`src/rtl/entropy_conditioner.sv`:
```
// entropy_conditioner: synchronizes a raw ring-oscillator bit, debiases it with a von Neumann pair
// extractor and counts emitted bits; the repetition-count health test is built with ENTROPY_HEALTH_TEST_EN.
module entropy_conditioner #(
    parameter int SYNC_STAGES = 2,
    parameter int REP_LIMIT   = 32,
    parameter int CNT_WIDTH   = 16
) (
    input  logic                 clk,
    input  logic                 rst,
    input  logic                 raw_in,
    output logic                 random,
    output logic                 random_valid,
    output logic                 health_fail,
    output logic [CNT_WIDTH-1:0] bits_out
);
    localparam int WW = $clog2(SYNC_STAGES + 1);
    typedef enum logic {FIRST, SECOND} state_t;
    state_t                 state_q, state_d;
    logic [SYNC_STAGES-1:0] sync_q, sync_d;
    logic [WW-1:0]          warm_q, warm_d;
    logic                   a_q, a_d;
    logic                   random_q, random_d;
    logic                   valid_q, valid_d;
    logic [CNT_WIDTH-1:0]   cnt_q, cnt_d;
    logic                   s, smp, gate;
    assign s   = sync_q[SYNC_STAGES-1];
    assign smp = warm_q == WW'(SYNC_STAGES);
`ifdef ENTROPY_HEALTH_TEST_EN
    localparam int RW = $clog2(REP_LIMIT + 1);
    logic [RW-1:0] run_q, run_d;
    logic          prev_q, prev_d, fail_q, fail_d, trip;
    always_comb begin
        run_d  = run_q;
        prev_d = prev_q;
        if (smp) begin
            run_d  = (run_q == '0 || s != prev_q) ? RW'(1) :
                     (run_q == RW'(REP_LIMIT)) ? run_q : run_q + 1'b1;
            prev_d = s;
        end
        trip   = smp && run_d == RW'(REP_LIMIT);
        fail_d = fail_q | trip;
    end
    always_ff @(posedge clk) begin
        if (rst) begin
            run_q  <= '0;
            prev_q <= 1'b0;
            fail_q <= 1'b0;
        end else begin
            run_q  <= run_d;
            prev_q <= prev_d;
            fail_q <= fail_d;
        end
    end
    // a tripping sample also suppresses the bit it would complete
    assign gate        = fail_q | trip;
    assign health_fail = fail_q;
`else
    assign gate        = 1'b0;
    assign health_fail = 1'b0;
`endif
    always_comb begin
        sync_d   = {sync_q[SYNC_STAGES-2:0], raw_in};
        warm_d   = smp ? warm_q : warm_q + 1'b1;
        state_d  = state_q;
        a_d      = a_q;
        valid_d  = 1'b0;
        random_d = 1'b0;
        cnt_d    = cnt_q;
        if (smp) begin
            if (state_q == FIRST) begin
                a_d     = s;
                state_d = SECOND;
            end else begin
                state_d = FIRST;
                if (a_q != s && !gate) begin
                    valid_d  = 1'b1;
                    random_d = a_q;
                    cnt_d    = &cnt_q ? cnt_q : cnt_q + 1'b1;
                end
            end
        end
    end
    always_ff @(posedge clk) begin
        if (rst) begin
            sync_q   <= '0;
            warm_q   <= '0;
            state_q  <= FIRST;
            a_q      <= 1'b0;
            random_q <= 1'b0;
            valid_q  <= 1'b0;
            cnt_q    <= '0;
        end else begin
            sync_q   <= sync_d;
            warm_q   <= warm_d;
            state_q  <= state_d;
            a_q      <= a_d;
            random_q <= random_d;
            valid_q  <= valid_d;
            cnt_q    <= cnt_d;
        end
    end
    assign random       = random_q;
    assign random_valid = valid_q;
    assign bits_out     = cnt_q;
endmodule

```
`config.mk`:
```
export PLATFORM = sky130hd
export DESIGN_NAME = entropy_conditioner
export DESIGN_NICKNAME = d
export VERILOG_FILES = /design/src/rtl/entropy_conditioner.sv
export SDC_FILE = /design/constraint.sdc
export NUM_CORES = 1
export LEC_CHECK = 0
export ABC_AREA = 1
export BUFFER_PORTS_ARGS = -buffer_cell sky130_fd_sc_hd__buf_2
export CORE_UTILIZATION = 49
export DETAILED_ROUTE_END_ITERATION = 7
export PLACE_DENSITY = 0.79
export SYNTH_ARGS = -nofsm -noshare
export SYNTH_HDL_FRONTEND = slang
export SYNTH_SLANG_ARGS = --single-unit
```
`constraint.sdc`:
```
create_clock -name clk -period 1.4 [get_ports clk]
set_input_delay 0.14 -clock clk [delete_from_list [all_inputs] [get_ports clk]]
set_output_delay 0.14 -clock clk [all_outputs]
set_load 0.02 [all_outputs]
```
==> impl_metrics.py <==
metrics = {
    "logic_synthesis": {
        "ys_warn_count": 0,
        "syn_inst": 188,
        "netlist_area_um2": 1270,
        "synth_seq_area_share_pct": 37.8,
        "synth_top_area_share_pct": 37.8,
        "synth_cell_types": 28,
        "synthTopCellsByArea": "dfxtp_1, nand2_1, nor2_1",
        "yosys.area.top_type": "dfxtp_1",
        "ys_ff_latch": 24,
        "avgSynthCellArea_um2": 6.77,
        "syn-num-nets": 193,
    },
    "setup_path": {
        "cp.arrival_ns": 1.78,
        "slowest_delay_ns": 0.36,
        "critPathRequiredTime_ns": 1.67,
        "worstSetupPathDepth": 8,
        "r2r_end": "bits_out[7]",
        "critPathMaxFanout": 4,
        "path_delay_family": "simple AND/OR/NAND/NOR gates",
        "path_buf_inv": 2,
        "criticalPathCategory": "reg2reg",
        "crit_path_end_kind": "flip-flop",
        "reg2reg_slack_ns": -0.11,
        "start_kind": "flip-flop",
        "r2r_cells": 8,
        "crit_chain": "buf_4 -> nand2_1 -> nor2_4 -> buf_4 -> nand2_1 -> xnor2_1 -> nand2_2 -> a21oi_2",
        "critPathSlowestCell": "dfxtp_2",
        "reg2reg_from": "bits_out[4]",
    },
    "grt": {
        "antenna_found_initial": 0,
        "grt_overflow_total": 0,
        "grt_pass1_wl_um": 4820,
        "grt_max_degree": 15,
        "grt_pass1_vias": 1105,
        "grt_usage_pct": 23.3,
    },
    "final_layout": {
        "layout_commonest_cell": "nand2_1",
        "area_growth_pct": 47.7,
        "final_net_count": 243,
        "layout.cells.non_filler": 267,
        "nFillCells": 172,
        "diodes": 0,
        "drive_above_1_share_pct": 47.7,
        "final_cell_mix": "nand2_1, nor2_1, buf_4, buf_2, inv_1",
    },
    "timing": {
        "fin_worst_skew_ns": 0.00930,
        "period_share_pct": 108,
        "hold_viol_final": 1,
        "rsz0062_at_grt": "yes",
        "hold_ws_ns": -0.00824,
        "max_freq_mhz": 663,
        "finalSetupViolCount": 3,
        "drv_slew": 0,
        "min_period_ns": 1.51,
        "layout_setup_ws_ns": -0.108,
    },
    "route": {
        "vias": 1479,
        "drtPass1Iterations": 5,
        "wl_per_cell_um": 14.3,
        "vias_per_cell": 5.54,
        "drc_errors": 0,
        "drt-total-wl_um": 3830,
        "drt-initial-drc-count": 118,
        "ant_nets": 0,
    },
    "clock_network": {
        "cts-buffers-inserted": 3,
        "clock_latency_ns": 0.34,
        "cts_tree": "built",
        "cts.sinks": 24,
        "cts-root-buf": "clkbuf_4",
        "cts_buffer_depth": 2,
        "clkTransAtPathRegs_ns": 0.15,
        "cts_hold_buf": 0,
        "htree_levels": 1,
    },
    "placement": {
        "place_hpwl_um": 2140,
        "placed_cells": 254,
        "gp_congestion": 0.896,
        "io_buffers": 20,
    },
    "min_path": {
        "worstHoldPathCells": 3,
        "hold_start": "raw_in",
        "min_to": "sync_q[0]",
        "hp-class": "in2reg",
    },
    "floorplan": {
        "die_w_um": 53.0,
        "die_h_um": 53.0,
        "dieArea_um2": 2800,
        "io_pins": 22,
        "row_count": 18,
        "core_area_um2": 2450,
        "start_util_pct": 51.8,
    },
    "power": {
        "peakVddDrop_mv": 0.745,
        "p_leak_nw": 0.781,
        "power_density_nw_per_um2": 790,
    },
    "run_status": {
        "violations": "negative hold slack, negative setup slack",
        "outcome": "complete, but fails checks",
    },
    "job": {
        "maxCapViolations": 0,
    },
}
[power by group]
part | internal (mW) | switching, mW | total (mW)
Sequential | 0.724 | 0.0486 | 0.773
Clock | 0.219 | 0.235 | 0.453
Combinational | 0.103 | 0.155 | 0.258
Total | 1.05 | 0.438 | 1.48
[worst reg2reg max path, cell delays in order (launching register included)]
cell and delay (ns):
dfxtp_2 0.36, buf_4 0.13, nand2_1 0.13, nor2_4 0.17, buf_4 0.15, nand2_1 0.07, xnor2_1 0.23, nand2_2 0.09
a21oi_2 0.14
[registers in the layout (all words and copies together) (netlist names)]
| signal | flops |
|---|---|
| bits_out | 16 |
| sync_q | 2 |
| warm_q | 2 |
| a_q | 1 |
| random | 1 |
| random_valid | 1 |
| state_q | 1 |
[routing by layer]
layer / global-route usage, % / share of wire, % / up-vias
met3: 2.59 / 9.6 / 13
met2: 39.2 / 50 / 93
met4: 6.58 / 2.2 / 0
met5: 0 / 0 / -
li1: - / - / 700
met1: 31.0 / 38 / 673
[worst max path at each step]
| stage | startpoint | slack (ns) | endpoint |
|---|---|---|---|
| 6_report | bits_out[4] | -0.11 | bits_out[7] |
| 3_3_place_gp | bits_out[5] | 0.02 | bits_out[10] |
| 2_1_floorplan | bits_out[0] | 0.0006 | bits_out[11] |
| 4_1_cts | warm_q[0] | -0.02 | bits_out[8] |
| 5_1_grt | bits_out[4] | -0.16 | bits_out[7] |
| 3_5_place_dp | bits_out[1] | -0.006 | bits_out[15] |
[timing repair]
item,4_1_cts,5_1_grt
cloned,1,0
setup endpoints to repair,14,16
buffers inserted,0,8
resized for setup,6,51
pin swaps,1,19
hold endpoints to repair,0,0
[per-stage QoR]
stage | cell area, µm² | TNS, ns | setup slack, ns | utilization [%] | power [mW]
finish | 1880 | -0.120 | -0.108 | 76.6 | 1.48
global route | 1880 | -0.771 | -0.163 | 76.6 | 1.54
CTS | 1640 | -0.0152 | -0.0152 | 66.9 | 1.40
detailed placement | 1570 | -0.0169 | -0.00635 | 63.9 | 0.969
global placement | 1570 | 0 | 0.0153 | 63.9 | 0.955
floorplan | 1310 | 0 | 0.000588 | - | 0.907
[Yosys cell counts]
cell type,number
a21oi_1,13
a21oi_2,3
and2_0,1
buf_2,1
buf_4,1
buf_6,1
clkbuf_1,2
clkinv_2,1
conb_1,1
dfxtp_1,24
ha_1,2
inv_1,15
nand2_1,53
nand2_2,1
nand2_4,1
nand3_1,10
nand3_2,1
nand3b_1,1
nand4_1,4
nor2_1,33
nor2_2,4
nor2_4,1
nor3_1,1
o21ai_0,4
o21ai_1,2
o21ai_4,1
xnor2_1,3
xor2_1,3
[cell type report]
cell class,count,area [µm²],area share (%)
Clock buffer,4,47.5,2.53
Inverter,16,62.6,3.33
Multi-Input combinational cell,144,891,47.4
Sequential cell,24,512,27.2
Tap cell,30,37.5,2.00
Timing Repair Buffer,49,329,17.5
[logic make-up (layout without fill, tap and decap cells)]
family / count (synthesis) / after routing / share of synthesized area (%)
flip-flops: 24 / 24 / 37.8
AND/OR/NAND/NOR: 111 / 111 / 37.8
buffers and inverters: 21 / 69 / 7.28
AO/OA/AOI/OAI: 23 / 24 / 10.8
XOR/XNOR: 6 / 6 / 4.13
adder cells (fa/ha/maj): 2 / 2 / 1.97
other: 1 / 1 / 0.295
Power figures use the tool's default switching activity.
